### src/rtl/elevator_monitor_if.sv
// elevator_monitor_if: observation bus between the elevator datapath and its run monitor.
interface elevator_monitor_if;
    logic [7:0] time_counter;
    logic [5:0] remaining_1, remaining_2, remaining_3, remaining_4;
    logic [5:0] remaining_5, remaining_6, remaining_7;
    logic [5:0] boarding_1, boarding_2;
    logic [2:0] curr_elevator_1, curr_elevator_2;
    logic       done, timeout, illegal_move;
    logic [7:0] finish_time, moves_1, moves_2;
    logic [1:0] mon_state;

    modport master (
        output time_counter, remaining_1, remaining_2, remaining_3, remaining_4,
               remaining_5, remaining_6, remaining_7, boarding_1, boarding_2,
               curr_elevator_1, curr_elevator_2,
        input  done, timeout, illegal_move, finish_time, moves_1, moves_2, mon_state
    );
    modport slave (
        input  time_counter, remaining_1, remaining_2, remaining_3, remaining_4,
               remaining_5, remaining_6, remaining_7, boarding_1, boarding_2,
               curr_elevator_1, curr_elevator_2,
        output done, timeout, illegal_move, finish_time, moves_1, moves_2, mon_state
    );
endinterface

### src/rtl/elevator_monitor.sv
// elevator_monitor: tracks one elevator run, counting moves and flagging completion or timeout.
module elevator_monitor #(
    parameter logic [7:0] TIMEOUT_LIMIT = 8'd200
) (
    input logic              clock,
    input logic              reset_start,
    elevator_monitor_if.slave bus
);
    typedef enum logic [1:0] {IDLE = 2'd0, RUN = 2'd1, DONE = 2'd2, TIMEOUT = 2'd3} state_t;

    state_t     r_state, w_state;
    logic       r_done, r_timeout, r_illegal, r_empty_q;
    logic [7:0] r_finish, r_cand, r_moves_1, r_moves_2;
    logic [2:0] r_prev_1, r_prev_2;
    logic       w_run, w_empty, w_jump_1, w_jump_2, w_complete, w_expire;

    assign w_run   = r_state == RUN;
    assign w_empty = ~|{bus.remaining_1, bus.remaining_2, bus.remaining_3, bus.remaining_4,
                        bus.remaining_5, bus.remaining_6, bus.remaining_7,
                        bus.boarding_1, bus.boarding_2};
    assign w_jump_1 = ((bus.curr_elevator_1 > r_prev_1) ? bus.curr_elevator_1 - r_prev_1
                                                        : r_prev_1 - bus.curr_elevator_1) > 3'd1;
    assign w_jump_2 = ((bus.curr_elevator_2 > r_prev_2) ? bus.curr_elevator_2 - r_prev_2
                                                        : r_prev_2 - bus.curr_elevator_2) > 3'd1;
    // completion outranks timeout when both qualify on the same edge
    assign w_complete = w_run && w_empty && r_empty_q;
    assign w_expire   = w_run && (bus.time_counter >= TIMEOUT_LIMIT) && !w_complete;

    always_comb begin
        w_state = (r_state == IDLE) ? RUN : w_complete ? DONE : w_expire ? TIMEOUT : r_state;
    end

    always_ff @(posedge clock) begin
        if (reset_start) r_state <= IDLE;
        else             r_state <= w_state;
    end

    always_ff @(posedge clock) begin
        if (reset_start) begin
            r_done    <= 1'b0;
            r_timeout <= 1'b0;
            r_illegal <= 1'b0;
            r_empty_q <= 1'b0;
            r_finish  <= 8'd0;
            r_cand    <= 8'd0;
            r_moves_1 <= 8'd0;
            r_moves_2 <= 8'd0;
            r_prev_1  <= 3'd0;
            r_prev_2  <= 3'd0;
        end else if (r_state == IDLE) begin
            r_prev_1 <= bus.curr_elevator_1;
            r_prev_2 <= bus.curr_elevator_2;
        end else if (w_run) begin
            r_prev_1 <= bus.curr_elevator_1;
            r_prev_2 <= bus.curr_elevator_2;
            if (bus.curr_elevator_1 != r_prev_1 && r_moves_1 != 8'hff) r_moves_1 <= r_moves_1 + 8'd1;
            if (bus.curr_elevator_2 != r_prev_2 && r_moves_2 != 8'hff) r_moves_2 <= r_moves_2 + 8'd1;
            if (w_jump_1 || w_jump_2) r_illegal <= 1'b1;
            r_empty_q <= w_empty;
            if (w_empty && !r_empty_q) r_cand <= bus.time_counter;
            if (w_complete) begin
                r_done   <= 1'b1;
                r_finish <= r_cand;
            end else if (w_expire) begin
                r_timeout <= 1'b1;
                r_finish  <= bus.time_counter;
            end
        end
    end

    assign bus.done         = r_done;
    assign bus.timeout      = r_timeout;
    assign bus.illegal_move = r_illegal;
    assign bus.finish_time  = r_finish;
    assign bus.moves_1      = r_moves_1;
    assign bus.moves_2      = r_moves_2;
    assign bus.mon_state    = r_state;
endmodule
### src/flat_wrapper.sv
// flat-port wrapper written by rule: the top's interface ports become plain ports
module elevator_monitor_flat 
#(
    parameter logic [7:0] TIMEOUT_LIMIT = 8'd200
)
  (clock, reset_start, bus_time_counter, bus_remaining_1, bus_remaining_2, bus_remaining_3, bus_remaining_4, bus_remaining_5, bus_remaining_6, bus_remaining_7, bus_boarding_1, bus_boarding_2, bus_curr_elevator_1, bus_curr_elevator_2, bus_done, bus_timeout, bus_illegal_move, bus_finish_time, bus_moves_1, bus_moves_2, bus_mon_state);
  elevator_monitor_if bus_i ();
  input logic clock;
  input logic reset_start;
  input wire logic [$bits(bus_i.time_counter)-1:0] bus_time_counter;
  input wire logic [$bits(bus_i.remaining_1)-1:0] bus_remaining_1;
  input wire logic [$bits(bus_i.remaining_2)-1:0] bus_remaining_2;
  input wire logic [$bits(bus_i.remaining_3)-1:0] bus_remaining_3;
  input wire logic [$bits(bus_i.remaining_4)-1:0] bus_remaining_4;
  input wire logic [$bits(bus_i.remaining_5)-1:0] bus_remaining_5;
  input wire logic [$bits(bus_i.remaining_6)-1:0] bus_remaining_6;
  input wire logic [$bits(bus_i.remaining_7)-1:0] bus_remaining_7;
  input wire logic [$bits(bus_i.boarding_1)-1:0] bus_boarding_1;
  input wire logic [$bits(bus_i.boarding_2)-1:0] bus_boarding_2;
  input wire logic [$bits(bus_i.curr_elevator_1)-1:0] bus_curr_elevator_1;
  input wire logic [$bits(bus_i.curr_elevator_2)-1:0] bus_curr_elevator_2;
  output wire logic [$bits(bus_i.done)-1:0] bus_done;
  output wire logic [$bits(bus_i.timeout)-1:0] bus_timeout;
  output wire logic [$bits(bus_i.illegal_move)-1:0] bus_illegal_move;
  output wire logic [$bits(bus_i.finish_time)-1:0] bus_finish_time;
  output wire logic [$bits(bus_i.moves_1)-1:0] bus_moves_1;
  output wire logic [$bits(bus_i.moves_2)-1:0] bus_moves_2;
  output wire logic [$bits(bus_i.mon_state)-1:0] bus_mon_state;
  assign bus_i.time_counter = bus_time_counter;
  assign bus_i.remaining_1 = bus_remaining_1;
  assign bus_i.remaining_2 = bus_remaining_2;
  assign bus_i.remaining_3 = bus_remaining_3;
  assign bus_i.remaining_4 = bus_remaining_4;
  assign bus_i.remaining_5 = bus_remaining_5;
  assign bus_i.remaining_6 = bus_remaining_6;
  assign bus_i.remaining_7 = bus_remaining_7;
  assign bus_i.boarding_1 = bus_boarding_1;
  assign bus_i.boarding_2 = bus_boarding_2;
  assign bus_i.curr_elevator_1 = bus_curr_elevator_1;
  assign bus_i.curr_elevator_2 = bus_curr_elevator_2;
  assign bus_done = bus_i.done;
  assign bus_timeout = bus_i.timeout;
  assign bus_illegal_move = bus_i.illegal_move;
  assign bus_finish_time = bus_i.finish_time;
  assign bus_moves_1 = bus_i.moves_1;
  assign bus_moves_2 = bus_i.moves_2;
  assign bus_mon_state = bus_i.mon_state;
  elevator_monitor #(.TIMEOUT_LIMIT(TIMEOUT_LIMIT)) u_core (.clock(clock), .reset_start(reset_start), .bus(bus_i));
endmodule
### config.mk
export PLATFORM = sky130hd
export DESIGN_NAME = elevator_monitor_flat
export DESIGN_NICKNAME = d
export VERILOG_FILES = /design/src/rtl/elevator_monitor_if.sv /design/src/rtl/elevator_monitor.sv /design/src/flat_wrapper.sv
export SDC_FILE = /design/constraint.sdc
export NUM_CORES = 1
export LEC_CHECK = 0
export BUFFER_PORTS_ARGS = -buffer_cell sky130_fd_sc_hd__buf_2
export CAP_MARGIN = 20
export CORE_MARGIN = 2
export CORE_UTILIZATION = 48
export DETAILED_ROUTE_END_ITERATION = 6
export GPL_TIMING_DRIVEN = 0
export PLACE_DENSITY = 0.86
export SETUP_SLACK_MARGIN = 0.2
export SYNTH_ARGS = -nofsm -noshare
export SYNTH_HDL_FRONTEND = slang
export SYNTH_SLANG_ARGS = --single-unit
### constraint.sdc
create_clock -name clock -period 2.23 [get_ports clock]
set_input_delay 0.1115 -clock clock [delete_from_list [all_inputs] [get_ports clock]]
set_output_delay 0.1115 -clock clock [all_outputs]
set_load 0.02 [all_outputs]
After elaboration in Yosys (flattened, before gate mapping) --
Cells that the tools add are included.
Word-level totals: register bits 44, input bits 70, output and inout bits 29, logic and storage cells 66
Cells by class: $add $sub $neg 6, magnitude comparators 5, eq/ne operators 5, mux-type cells 11, bitwise gates (word level) 2, reduce and logical (&&, ||, !) cells 25
Operators with widths (number):
- OR reduction 54 bit | 1
- 2-to-1 mux 3 bit | 6
- AND reduction 3 bit | 6
- adder 8 x 1 -> 8 bit, second input constant | 2
- 2-to-1 mux 8 bit | 2
- != test 8 bit, second input constant | 2
- subtractor 3 bit | 4
- >= comparator 8 bit, second input constant | 1
- logical AND 1 bit | 7
- greater-than comparator 3 x 1 -> 1 bit, second input constant | 2
- greater-than comparator 3 bit | 2
- != test 3 bit | 2
- 2-to-1 mux 2 bit | 2
- AND reduction 4 bit | 1
- nonzero test 2 bit | 2
- zero test 1 bit | 3
- nonzero test 3 bit | 1
- == test 2 x 1 -> 1 bit, second input constant | 1
- zero test 2 bit | 1
- inverter 1 bit | 2
- AND reduction 2 bit | 1
- OR reduction 2 bit | 1
- logical OR 1 bit | 1
- 2-to-1 mux 1 bit | 1

Logic depth before layout (Yosys ltp) --
Gate-level depths: netlist of the first run.
depth in word-level cells 9, depth in mapped cells 8, gate-level depth less buffers 8

Least setup slack after synthesis of the first run --
No wires, ideal clock.
kind reg-to-reg, from register u_core.r_prev_1[2], to register u_core.r_moves_1[5] (netlist: u_core.bus.moves_1[5]), library setup time 0.070 ns, data arrival time 1.650 ns, data required time 2.160 ns, path slack 0.510 ns, stages on the path, launching flop included 8, buffers on the path 0, clock period less this slack 1.720 ns, cell sequence dfxtp_1 -> inv_1 -> ha_1 -> nand3_1 -> o211a_4 -> nand4_1 -> or3_1 -> a21oi_1
On the way: longest elaborated chain between the ends 3
RTL lines:
- from (decl) | line elevator_monitor.sv:14 | logic [2:0] r_prev_1, r_prev_2;
- from (signal assigned) | line elevator_monitor.sv:51 | r_prev_1 <= bus.curr_elevator_1;
- from (signal assigned) | line elevator_monitor.sv:54 | r_prev_1 <= bus.curr_elevator_1;
- != test 3 bit | line elevator_monitor.sv:56 | if (bus.curr_elevator_1 != r_prev_1 && r_moves_1 != 8'hff) r_moves_1 <= r_moves_1 + 8'd1;
- logical AND 1 bit | line elevator_monitor.sv:56
- AND reduction 3 bit (no line)
- to (signal assigned) | line elevator_monitor.sv:56
- to (decl) | line elevator_monitor.sv:13 | logic [7:0] r_finish, r_cand, r_moves_1, r_moves_2;
Every way passes these cells. A chain may end at the register's enable or synchronous reset.

Final worst setup path of the first run --
from register u_core.r_prev_1[2], to register u_core.r_moves_1[3] (netlist: u_core.bus.moves_1[3])
The elaborated chain is that of the path after synthesis.

==> results of run 1 <==
[logic make-up (layout without fill, tap and decap cells)]
kind of cell | count (synthesis) | count (layout) | synth area share
AOI/OAI and AO/OA | 39 | 39 | 0.109
xor gates and xnor gates | 12 | 12 | 0.0448
adders and majority gates | 16 | 16 | 0.0982
buffers and inverters | 23 | 130 | 0.0486
DFF | 44 | 44 | 0.376
muxes | 24 | 24 | 0.103
and+or+nand+nor | 97 | 97 | 0.220
[metrics by stage]
stage | cells | power (W)
after detailed placement | 420 | 0.00116
after global placement | 420 | 0.00115
after CTS | 428 | 0.00178
final | 429 | 0.00178
after floorplan | 255 | 0.00103
after global routing | 429 | 0.00185
[path summary, 6_finish.rpt]
| check | start | to | slack [ns] | cells after the start |
|---|---|---|---|---|
| max | u_core.r_prev_1[2] | u_core.bus.moves_1[3] | 0.35 | 8 |
| min | bus_time_counter[1] | u_core.r_cand[1] | 0.06 | 3 |
| min reg2reg | u_core.r_cand[0] | u_core.bus.finish_time[0] | 0.46 | 2 |
| max reg2reg | u_core.r_prev_1[2] | u_core.bus.moves_1[3] | 0.35 | 8 |
[timing repair]
item / in CTS / in global routing
endpoints found under the setup margin: 0 / 1
endpoints found under the hold margin: 0 / 0
buffers inserted: 0 / 1
hold buffers: 0 / 0
gates resized for setup: 0 / 0
[worst reg2reg max path: cells and delay by family (launching register included)]
kind            cells  cell delay, ns
buf+inv             2            0.24
xor+xnor            1            0.18
compound gates      1            0.23
fa+ha+maj           1            0.35
simple gates        3            0.44
flops               1            0.33
[state kept, by name, indices dropped and copies added (netlist names), 2 cells and up]
| signal | cells |
|---|---|
| u_core.bus.moves_1 | 8 |
| u_core.bus.moves_2 | 8 |
| u_core.bus.mon_state | 2 |
| u_core.r_cand | 8 |
| u_core.r_prev_1 | 3 |
| u_core.bus.finish_time | 8 |
| u_core.r_prev_2 | 3 |
[report_power, final]
group          internal [W]  leakage [nW]  switching, W
registers          0.000813         0.358     0.0000245
clock network      0.000338        0.0548      0.000297
logic              0.000142         0.969      0.000163
total               0.00129          1.38      0.000484
[cell usage in the layout, fill, tap and decap left out, types with 2 or more instances in the layout]
master and count:
sky130_fd_sc_hd__fa_1 4, sky130_fd_sc_hd__ha_1 12, sky130_fd_sc_hd__mux2i_1 24, sky130_fd_sc_hd__inv_1 12, sky130_fd_sc_hd__buf_6 3, sky130_fd_sc_hd__nand3b_1 2
sky130_fd_sc_hd__nand4_1 9, sky130_fd_sc_hd__a21oi_1 10, sky130_fd_sc_hd__nand2_1 25, sky130_fd_sc_hd__clkbuf_1 5, sky130_fd_sc_hd__a211o_1 6, sky130_fd_sc_hd__nor2_1 23
sky130_fd_sc_hd__nor4_1 13, sky130_fd_sc_hd__xor2_1 7, sky130_fd_sc_hd__xnor2_1 5, sky130_fd_sc_hd__clkbuf_8 5, sky130_fd_sc_hd__or3_1 4, sky130_fd_sc_hd__buf_4 2
sky130_fd_sc_hd__nand3_1 7, sky130_fd_sc_hd__nor3_1 4, sky130_fd_sc_hd__o21ai_0 3, sky130_fd_sc_hd__buf_2 99, sky130_fd_sc_hd__dfxtp_1 44, sky130_fd_sc_hd__o21ai_1 12
sky130_fd_sc_hd__nor2b_1 3
[layout make-up]
class                      instances  area (µm²)  area share
multi-input combinational        188        1350       0.444
sequential                        44         881       0.290
timing repair buffer              99         498       0.164
tap                               67        83.8      0.0276
clock buffer                       5        68.8      0.0226
buffer                            10        65.1      0.0214
inverter                          13        48.8      0.0160
clock inverter                     3        46.3      0.0152
[metal layers]
metal / GRT usage / part of all wire
met1: 0.224 / 0.41
met5: 0 / 0
met4: 0.0727 / 0.013
met3: 0.0549 / 0.061
met2: 0.389 / 0.51
==> insert_results.sql, run 1 <==
INSERT INTO impl_metrics (metric_group, metric, value, unit) VALUES
('place', 'dp_hpwl', '4.37', 'mm'),
('logic_synthesis', 'post_synth_num_cell_types', '40', ''),
('sta', 'timing.final.ws_setup', '0.347', 'ns'),
('sta', 'fmax', '531', 'MHz'),
('logic_synthesis', 'warnings_synthesis', '0', ''),
('logic_synthesis', 'commonest_cells_post_synth', 'sky130_fd_sc_hd__dfxtp_1 (44), sky130_fd_sc_hd__nand2_1 (25), sky130_fd_sc_hd__mux2i_1 (24)', ''),
('setup_path', 'worstPathRequired', '2.41', 'ns'),
('layout', 'postLayoutCoreUtil', '0.644', ''),
('die', 'floorplan.die.height', '73.9', 'µm'),
('route', 'drt-total-wl', '5.71', 'mm'),
('global_routing', 'maximum_number_of_pins_on_one_net_before_global_route_repair', '16', ''),
('place', 'pre_cts_slack', '0.357', 'ns'),
('power', 'vdd_ir_drop_max', '0.278', 'mV'),
('global_routing', 'grt_pass1_vias', '2083', ''),
('flow_run', 'max_cap_viol_count', '0', ''),
('route', 'drc', '0', ''),
('global_routing', 'number_of_antenna_violations_at_the_first_check_in_global_routing', '0', ''),
('route', 'avgRoutedWirePerCell', '13.3', 'µm'),
('clock_tree', 'clockBufferDepth', '2', ''),
('logic_synthesis', 'synthesis.instances', '255', ''),
('die', 'design.die.area', '5460', 'µm²'),
('route', 'vias', '2203', ''),
('route', 'avgViaCountPerCell', '5.14', ''),
('place', 'routabilityCongestion', '0.795', ''),
('die', 'dieWidth', '73.9', 'µm'),
('layout', 'layout.nets', '447', ''),
('power', 'power_density', '584', 'nW/µm²'),
('die', 'num_io_pins', '99', ''),
('setup_path', 'critical_path.startpoint_type', 'register', ''),
('place', 'number_of_i_o_port_buffers', '98', ''),
('setup_path', 'signal_arrival_time_at_the_worst_endpoint', '2.07', 'ns'),
('layout', 'post_route_cells_drive_above_1_share', '0.329', ''),
('sta', 'setup_violations', '0', ''),
('logic_synthesis', 'synth_edf_count', '0', ''),
('clock_tree', 'cts_made_buffers', '5', ''),
('min_path', 'holdCritPathClass', 'in2reg', ''),
('logic_synthesis', 'cell_with_the_most_instances_after_synthesis', 'sky130_fd_sc_hd__dfxtp_1', ''),
('sta', 'timing.final.hold_violations', '0', ''),
('sta', 'tightestPinTransition', '0.538', 'ns'),
('setup_path', 'path_cells', 'inv_1, ha_1, nand3_1, o211a_4, nand4_1, buf_4, xor2_1, nor2_1', ''),
('layout', 'nFillCells', '400', ''),
('setup_path', 'crit_path_end_kind', 'register', ''),
('power', 'total_leakage_power', '1.38', 'nW'),
('layout', 'fin_area', '3040', 'µm²'),
('logic_synthesis', 'postSynth.topFlopCell', 'sky130_fd_sc_hd__dfxtp_1', ''),
('setup_path', 'number_of_buffers_and_inverters_on_the_critical_path', '2', ''),
('logic_synthesis', 'synth.avg_cell_area', '9.19', 'µm²'),
('run_status', 'result_of_the_run', 'finished, final reports clean', ''),
('global_routing', 'grt_first_pass_wirelength', '8.84', 'mm'),
('route', 'detail_route.first_pass.iterations', '4', ''),
('logic_synthesis', 'synthTopCellsByArea', 'sky130_fd_sc_hd__dfxtp_1 (38%), sky130_fd_sc_hd__mux2i_1 (10%), sky130_fd_sc_hd__ha_1 (6.4%), sky130_fd_sc_hd__nand2_1 (4.0%), sky130_fd_sc_hd__nor2_1 (3.7%)', ''),
('logic_synthesis', 'ys_seq_area_frac', '0.376', ''),
('clock_tree', 'tritoncts', 'built', ''),
('die', 'placementRows', '25', ''),
('layout', 'syn2layout_area_growth', '29.7', '%'),
('route', 'drt_iter0_markers', '98', ''),
('logic_synthesis', 'synth_top_cell_by_area', 'sky130_fd_sc_hd__dfxtp_1', ''),
('clock_tree', 'number_of_sinks_driven_by_the_clock_tree', '44', ''),
('sta', 'grt_setup_unrepaired', 'no', ''),
('logic_synthesis', 'ys_ff_latch', '44', ''),
('place', 'cell_area_after_placement', '2920', 'µm²'),
('die', 'initial_utilization', '0.496', ''),
('clock_tree', 'clockRootBuffer', 'sky130_fd_sc_hd__clkbuf_8', ''),
('clock_tree', 'cts_max_level', '2', ''),
('setup_path', 'cpLargestDelayFamily', 'simple AND/OR/NAND/NOR gates', ''),
('global_routing', 'gr-total-overflow', '0', ''),
('setup_path', 'max_stage_delay', '0.35', 'ns'),
('setup_path', 'slowest_stage', 'sky130_fd_sc_hd__ha_1', ''),
('sta', 'setup-tns-final', '0', 'ns'),
('layout', 'antenna_cells', '0', ''),
('sta', 'finalWorstPathRequiredPeriod', '1.88', 'ns');
Power figures use the tool's default switching activity.
==> run 2, diff against run 1 <==
--- a/config.mk
+++ b/config.mk
@@ -5,13 +5,14 @@
 export SDC_FILE = /design/constraint.sdc
 export NUM_CORES = 1
 export LEC_CHECK = 0
+export ABC_AREA = 1
 export BUFFER_PORTS_ARGS = -buffer_cell sky130_fd_sc_hd__buf_2
 export CAP_MARGIN = 20
 export CORE_MARGIN = 2
-export CORE_UTILIZATION = 48
+export CORE_UTILIZATION = 49
 export DETAILED_ROUTE_END_ITERATION = 6
 export GPL_TIMING_DRIVEN = 0
-export PLACE_DENSITY = 0.86
+export PLACE_DENSITY = 0.87
 export SETUP_SLACK_MARGIN = 0.2
 export SYNTH_ARGS = -nofsm -noshare
 export SYNTH_HDL_FRONTEND = slang
==> constraint.sdc (replaced) <==
create_clock -name clock -period 1.8 [get_ports clock]
set_input_delay 0.09 -clock clock [delete_from_list [all_inputs] [get_ports clock]]
set_output_delay 0.09 -clock clock [all_outputs]
set_load 0.02 [all_outputs]
==> insert_results.sql, run 2 <==
INSERT INTO impl_metrics (metric_group, metric, value, unit) VALUES
('logic_synthesis', 'ys_seq_area_frac', '0.353', ''),
('clock_tree', 'clkLatencyLatePin', '0.30', 'ns'),
('route', 'post_route_antenna_net_violation_count', '0', ''),
('sta', 'fmax', '594', 'MHz'),
('setup_path', 'critPathMaxFanout', '2', ''),
('sta', 'timing.final.hold_violations', '0', ''),
('logic_synthesis', 'commonest_cells_post_synth', 'sky130_fd_sc_hd__nor2_1 (80), sky130_fd_sc_hd__nand2_1 (69), sky130_fd_sc_hd__dfxtp_1 (44)', ''),
('logic_synthesis', 'ffs_w_async_s_r_synth', '0', ''),
('clock_tree', 'worst_setup_hold_path_clk_slew', '0.09', 'ns'),
('setup_path', 'max_stage_delay', '0.49', 'ns'),
('place', 'dp_hpwl', '4.43', 'mm'),
('die', 'floorplan.die.height', '75.4', 'µm'),
('die', 'design.die.area', '5680', 'µm²'),
('sta', 'final_min_period_over_clock_period', '0.935', ''),
('logic_synthesis', 'post_synth_num_cell_types', '27', ''),
('place', 'routabilityCongestion', '0.923', ''),
('layout', 'final_common_cell', 'sky130_fd_sc_hd__buf_2', ''),
('global_routing', 'maximum_number_of_pins_on_one_net_before_global_route_repair', '16', ''),
('place', 'cell_area_after_placement', '3080', 'µm²'),
('layout', 'antenna_cells', '0', ''),
('logic_synthesis', 'syn_area', '2490', 'µm²'),
('power', 'overall_power_after_layout', '0.00228', 'W'),
('sta', 'setup_violations', '0', ''),
('logic_synthesis', 'cell_with_the_most_instances_after_synthesis', 'sky130_fd_sc_hd__nor2_1', ''),
('place', 'number_of_i_o_port_buffers', '98', ''),
('setup_path', 'path_cells', 'inv_2, ha_4, fa_1, o21ai_1, a21oi_1, nand2_1, o21ai_1, nand3_1, nand2_1, a21oi_1', ''),
('layout', 'postLayoutCoreUtil', '0.696', ''),
('sta', 'max-slew-margin-rel', '0.659', ''),
('die', 'dieWidth', '75.4', 'µm'),
('power', 'total_leakage_power', '1.66', 'nW'),
('global_routing', 'number_of_antenna_violations_at_the_first_check_in_global_routing', '0', ''),
('global_routing', 'gr-total-overflow', '0', ''),
('die', 'placementRows', '25', ''),
('setup_path', 'path_class', 'reg2reg', ''),
('sta', 'final-max-slew-violation-count', '0', ''),
('layout', 'fin_area', '3350', 'µm²'),
('die', 'initial_utilization', '0.518', ''),
('logic_synthesis', 'syn_nets', '444', ''),
('die', 'num_io_pins', '99', ''),
('logic_synthesis', 'synth_edf_count', '0', ''),
('clock_tree', 'cts_made_buffers', '5', ''),
('setup_path', 'worstPathRequired', '1.97', 'ns'),
('logic_synthesis', 'warnings_synthesis', '0', ''),
('global_routing', 'grt_first_pass_wirelength', '9.77', 'mm'),
('setup_path', 'crit_path_end_kind', 'register', ''),
('layout', 'post_route_cells_drive_above_1_share', '0.310', ''),
('route', 'drt_iter0_markers', '162', ''),
('logic_synthesis', 'synth.avg_cell_area', '6.97', 'µm²'),
('logic_synthesis', 'synthTopCellsByArea', 'sky130_fd_sc_hd__dfxtp_1 (35%), sky130_fd_sc_hd__nor2_1 (12%), sky130_fd_sc_hd__nand2_1 (10%), sky130_fd_sc_hd__ha_1 (6.0%), sky130_fd_sc_hd__o21ai_0 (6.0%)', ''),
('setup_path', 'critical_path.startpoint_type', 'register', ''),
('route', 'avgViaCountPerCell', '4.99', ''),
('run_status', 'result_of_the_run', 'finished, final reports clean', ''),
('sta', 'finalWorstPathRequiredPeriod', '1.68', 'ns'),
('logic_synthesis', 'synthesis.instances', '358', ''),
('clock_tree', 'clockRootBuffer', 'sky130_fd_sc_hd__clkbuf_8', ''),
('layout', 'syn2layout_area_growth', '34.4', '%'),
('sta', 'grt_setup_unrepaired', 'yes', ''),
('clock_tree', 'clockBufferDepth', '2', ''),
('route', 'vias', '2667', ''),
('power', 'power_density', '681', 'nW/µm²'),
('sta', 'whs', '0.0304', 'ns'),
('logic_synthesis', 'synth_top_cell_by_area', 'sky130_fd_sc_hd__dfxtp_1', ''),
('sta', 'tightestPinTransition', '0.512', 'ns'),
('clock_tree', 'number_of_sinks_driven_by_the_clock_tree', '44', ''),
('global_routing', 'grtUsageTotal', '0.218', ''),
('layout', 'most_frequent_cells_in_the_layout', 'sky130_fd_sc_hd__buf_2 (98), sky130_fd_sc_hd__nor2_1 (76), sky130_fd_sc_hd__nand2_1 (68)', ''),
('sta', 'final_clock_skew', '0.00673', 'ns'),
('route', 'drt-total-wl', '6.05', 'mm'),
('route', 'drc', '0', ''),
('power', 'vdd_ir_drop_max', '0.406', 'mV'),
('clock_tree', 'holdBufCountCts', '0', ''),
('layout', 'layout.nets', '553', ''),
('setup_path', 'signal_arrival_time_at_the_worst_endpoint', '1.85', 'ns'),
('logic_synthesis', 'postSynth.topFlopCell', 'sky130_fd_sc_hd__dfxtp_1', ''),
('setup_path', 'slowest_stage', 'sky130_fd_sc_hd__fa_1', ''),
('logic_synthesis', 'synth_top_area_share', '0.353', ''),
('flow_run', 'max_cap_viol_count', '0', ''),
('global_routing', 'grt_pass1_vias', '2425', ''),
('route', 'detail_route.first_pass.iterations', '4', ''),
('die', 'fp.coreArea', '4820', 'µm²'),
('logic_synthesis', 'ys_ff_latch', '44', ''),
('route', 'avgRoutedWirePerCell', '11.3', 'µm'),
('clock_tree', 'tritoncts', 'built', ''),
('min_path', 'holdCritPathClass', 'in2reg', ''),
('clock_tree', 'cts_max_level', '2', '');
run 2: cell type report:
cell class / count / area, µm²
multi-input combinational: 269 / 1550
clock buffer: 5 / 68.8
clock inverter: 3 / 46.3
timing repair buffer: 102 / 537
sequential: 44 / 887
fill: 399 / 1460
inverter: 37 / 139
tap: 67 / 83.8
buffer: 8 / 45.0
run 2: worst paths after layout:
kind	to	slack, ns	cells past startpoint	from
worst max-delay path	u_core.bus.illegal_move	0.12	10	u_core.r_prev_1[0]
worst min-delay path	u_core.r_cand[0]	0.03	3	bus_time_counter[0]
worst max register to register	u_core.bus.illegal_move	0.12	10	u_core.r_prev_1[0]
worst min register to register	u_core.bus.done	0.45	2	u_core.bus.done
run 2: cell families after synthesis:
group | share of synthesized area
AND/OR/NAND/NOR | 0.350
flip-flops | 0.353
adder cells (fa/ha/maj) | 0.0923
buffers and inverters | 0.0737
XOR/XNOR | 0.0105
AO/OA/AOI/OAI | 0.120
run 2: per-stage QoR:
step | worst slack, ns | setup TNS (ns) | instances
after global placement | 0.0352 | 0 | 523
after global routing | 0.00321 | 0 | 535
after detailed placement | -0.0162 | -0.0162 | 523
final | 0.118 | 0 | 535
after floorplan | 0.198 | 0 | 358
after CTS | 0.140 | 0 | 532
run 2: what timing repair did:
| item | CTS | global route |
|---|---|---|
| endpoints found under the setup margin | 26 | 32 |
| setup buffers | 1 | 3 |
| resized for setup | 13 | 18 |
| pin swaps | 3 | 4 |
run 2: power by group:
group,internal [W],total [W],switching [W]
combinational,0.000197,0.000449,0.000252
clock,0.000419,0.000789,0.000370
sequential,0.00101,0.00105,0.0000319
run 2: per-layer routing:
layer,global-route usage,vias up,part of all wire
li1,-,1374,-
met5,0,-,0
met2,0.397,88,0.50
met3,0.0384,9,0.052
met1,0.260,1196,0.44
met4,0.0682,0,0.012
run 2: critical path: cells and delay by family, from the launching register on:
kind | cells | cell delay [ns]
adders and majority gates | 2 | 0.64
and+or+nand+nor | 3 | 0.22
AOI/OAI and AO/OA | 4 | 0.29
DFF | 1 | 0.35
buffers and inverters | 1 | 0.05
==> run 3, diff against run 2 <==
--- a/config.mk
+++ b/config.mk
@@ -5,14 +5,13 @@
 export SDC_FILE = /design/constraint.sdc
 export NUM_CORES = 1
 export LEC_CHECK = 0
-export ABC_AREA = 1
 export BUFFER_PORTS_ARGS = -buffer_cell sky130_fd_sc_hd__buf_2
 export CAP_MARGIN = 20
 export CORE_MARGIN = 2
-export CORE_UTILIZATION = 49
+export CORE_UTILIZATION = 48
 export DETAILED_ROUTE_END_ITERATION = 6
 export GPL_TIMING_DRIVEN = 0
-export PLACE_DENSITY = 0.87
+export PLACE_DENSITY = 0.86
 export SETUP_SLACK_MARGIN = 0.2
 export SYNTH_ARGS = -nofsm -noshare
 export SYNTH_HDL_FRONTEND = slang
==> insert_results.sql, run 3 (synthesis gave the netlist of run 1 again) <==
INSERT INTO impl_metrics (metric_group, metric, value, unit) VALUES
('run_status', 'result_of_the_run', 'finished, violations left', ''),
('place', 'routabilityCongestion', '0.820', ''),
('sta', 'final_min_period_over_clock_period', '1.01', ''),
('sta', 'max-slew-margin-rel', '0.574', ''),
('global_routing', 'grtUsageTotal', '0.238', ''),
('run_status', 'failed_checks', 'setup timing', ''),
('power', 'combPwrFrac', '0.218', ''),
('die', 'dieWidth', '73.9', 'µm'),
('clock_tree', 'cts_max_level', '2', ''),
('layout', 'post_route_cells_drive_above_1_share', '0.491', ''),
('route', 'post_route_antenna_net_violation_count', '0', ''),
('global_routing', 'grt_first_pass_wirelength', '9.96', 'mm'),
('layout', 'layout.nets', '470', ''),
('route', 'avgRoutedWirePerCell', '15.4', 'µm'),
('layout', 'fin_area', '3530', 'µm²'),
('power', 'share_clk_of_total_power', '0.336', ''),
('min_path', 'holdCritPathClass', 'in2reg', ''),
('layout', 'most_frequent_cells_in_the_layout', 'sky130_fd_sc_hd__buf_2 (99), sky130_fd_sc_hd__dfxtp_1 (33), sky130_fd_sc_hd__nand2_1 (24), sky130_fd_sc_hd__mux2i_1 (24), sky130_fd_sc_hd__nor2_1 (21)', ''),
('layout', 'post_layout_nonfiller_instances', '452', ''),
('die', 'placementRows', '25', ''),
('setup_path', 'worstRegToRegCells', '7', ''),
('global_routing', 'gr-total-overflow', '0', ''),
('power', 'switching_share', '0.282', ''),
('route', 'drt_iter0_markers', '102', ''),
('sta', 'finalWorstPathRequiredPeriod', '1.82', 'ns'),
('clock_tree', 'number_of_sinks_driven_by_the_clock_tree', '44', ''),
('sta', 'final-max-slew-violation-count', '0', ''),
('sta', 'setup-tns-final', '-0.0243', 'ns'),
('sta', 'setup_violations', '2', ''),
('route', 'drt-total-wl', '6.96', 'mm'),
('die', 'floorplan.die.height', '73.9', 'µm'),
('power', 'switchingPower', '0.000660', 'W'),
('power', 'vdd_ir_drop_max', '0.606', 'mV'),
('clock_tree', 'clockRootBuffer', 'sky130_fd_sc_hd__clkbuf_8', ''),
('layout', 'antenna_cells', '0', ''),
('power', 'power_density', '663', 'nW/µm²'),
('setup_path', 'rr_endpoint', 'u_core.r_cand[2]', ''),
('setup_path', 'worstPathRequired', '2.03', 'ns'),
('clock_tree', 'holdBufCountCts', '0', ''),
('die', 'num_io_pins', '99', ''),
('setup_path', 'critical_path.startpoint_type', 'register', ''),
('layout', 'syn2layout_area_growth', '50.5', '%'),
('clock_tree', 'tritoncts', 'built', ''),
('clock_tree', 'clockBufferDepth', '2', ''),
('setup_path', 'critPathMaxFanout', '8', ''),
('setup_path', 'crit_path_end_kind', 'register', ''),
('layout', 'nFillCells', '318', ''),
('setup_path', 'path_class', 'reg2reg', ''),
('die', 'design.die.area', '5460', 'µm²'),
('sta', 'tightestPinTransition', '0.640', 'ns'),
('layout', 'final_common_cell', 'sky130_fd_sc_hd__buf_2', ''),
('layout', 'multi_input_area', '1620', 'µm²'),
('sta', 'whs', '0.0451', 'ns'),
('power', 'p_seq_frac', '0.446', ''),
('power', 'total_leakage_power', '1.57', 'nW'),
('power', 'intPower', '0.00168', 'W'),
('place', 'cell_area_after_placement', '2980', 'µm²'),
('clock_tree', 'clkLatencyLatePin', '0.30', 'ns'),
('setup_path', 'signal_arrival_time_at_the_worst_endpoint', '2.04', 'ns'),
('layout', 'regArea', '900', 'µm²'),
('clock_tree', 'worst_setup_hold_path_clk_slew', '0.09', 'ns'),
('sta', 'timing.final.hold_violations', '0', ''),
('die', 'initial_utilization', '0.496', ''),
('setup_path', 'endpoint', 'u_core.r_cand[2]', ''),
('global_routing', 'maximum_number_of_pins_on_one_net_before_global_route_repair', '16', ''),
('place', 'dp_hpwl', '4.37', 'mm'),
('sta', 'timing.final.ws_setup', '-0.0182', 'ns'),
('sta', 'final_clock_skew', '0.00627', 'ns'),
('sta', 'grt_setup_unrepaired', 'yes', ''),
('setup_path', 'regToRegStartpoint', 'u_core.bus.mon_state[1]', ''),
('place', 'pre_cts_slack', '0.0186', 'ns'),
('place', 'dp.cells', '420', ''),
('route', 'vias', '2416', ''),
('sta', 'fmax', '550', 'MHz'),
('route', 'avgViaCountPerCell', '5.35', ''),
('die', 'fp.coreArea', '4720', 'µm²'),
('route', 'detail_route.first_pass.iterations', '4', ''),
('flow_run', 'max_cap_viol_count', '0', ''),
('setup_path', 'cp-startpoint', 'u_core.bus.mon_state[1]', ''),
('global_routing', 'number_of_antenna_violations_at_the_first_check_in_global_routing', '0', ''),
('route', 'drc', '0', ''),
('global_routing', 'grt_pass1_vias', '2277', ''),
('setup_path', 'r2r_setup_slack', '-0.02', 'ns'),
('place', 'number_of_i_o_port_buffers', '98', ''),
('clock_tree', 'cts_made_buffers', '5', '');
-- run 3: cell types whose count changed in the layout (fill, tap and decap cells not counted), moves of 7 or more --
cell,delta
sky130_fd_sc_hd__nor2_1,-55
sky130_fd_sc_hd__nand2_1,-44
sky130_fd_sc_hd__inv_1,-24
sky130_fd_sc_hd__mux2i_1,+24
sky130_fd_sc_hd__o21ai_0,-24
sky130_fd_sc_hd__a21oi_1,-22
sky130_fd_sc_hd__buf_4,+14
sky130_fd_sc_hd__nor4_1,+12
sky130_fd_sc_hd__nand3b_1,-7
-- run 3: through the flow --
stage / power (W) / utilization
after floorplan: 0.00130 / -
after CTS: 0.00226 / 0.693
final: 0.00234 / 0.747
after global placement: 0.00144 / 0.630
after detailed placement: 0.00146 / 0.630
after global routing: 0.00244 / 0.747
-- run 3: critical path, cell delays in order (launching register included) --
cell and delay (ns):
sky130_fd_sc_hd__dfxtp_2 0.35, sky130_fd_sc_hd__buf_12 0.13, sky130_fd_sc_hd__nor4b_4 0.26, sky130_fd_sc_hd__nand4_1 0.20
sky130_fd_sc_hd__nor4_4 0.23, sky130_fd_sc_hd__and2b_1 0.19, sky130_fd_sc_hd__buf_6 0.16, sky130_fd_sc_hd__mux2i_1 0.23
-- run 3: layer usage --
metal / vias up / track usage / routed length (µm) / share of wire
met1: 1149 / 0.272 / 2810 / 0.40
met2: 86 / 0.432 / 3700 / 0.53
met4: 0 / 0.0747 / 103 / 0.015
li1: 1166 / - / - / -
met5: - / 0 / 0 / 0
met3: 15 / 0.0576 / 357 / 0.051
-- run 3: repair_timing --
action                                  CTS  global route
buffers inserted                         11            10
pin swaps                                15            26
cloned                                    1             2
gates resized for setup                  21            38
endpoints found under the setup margin   29            34
-- run 3: layout make-up --
| type | count | area share |
|---|---|---|
| Buffer | 10 | 0.0220 |
| Inverter | 13 | 0.0138 |
| Clock inverter | 3 | 0.0131 |
| Sequential cell | 44 | 0.255 |
| Multi-Input combinational cell | 190 | 0.459 |
| Timing Repair Buffer | 120 | 0.193 |
| Clock buffer | 5 | 0.0195 |
| Tap cell | 67 | 0.0238 |
-- run 3: worst min-delay path by stage --
stage / startpoint / end / slack [ns] / cells after the start
after floorplan: bus_time_counter[6] / u_core.r_cand[6] / 0.23 / 2
after global placement: bus_curr_elevator_2[2] / u_core.r_prev_2[2] / 0.35 / 3
after detailed placement: bus_time_counter[1] / u_core.r_cand[1] / 0.37 / 3
after CTS: bus_time_counter[7] / u_core.r_cand[7] / 0.04 / 3
after global routing: bus_time_counter[7] / u_core.r_cand[7] / 0.04 / 3
final: bus_time_counter[7] / u_core.r_cand[7] / 0.05 / 3
-- run 3: power by group through the flow --
stage / combinational [W] / sequential [W] / clock, W
3_5_place_dp: 0.000397 / 0.00106 / 0
3_3_place_gp: 0.000380 / 0.00106 / 0
4_1_cts: 0.000439 / 0.00104 / 0.000787
5_1_grt: 0.000557 / 0.00105 / 0.000835
2_1_floorplan: 0.000209 / 0.00109 / 0
6_report: 0.000509 / 0.00104 / 0.000786
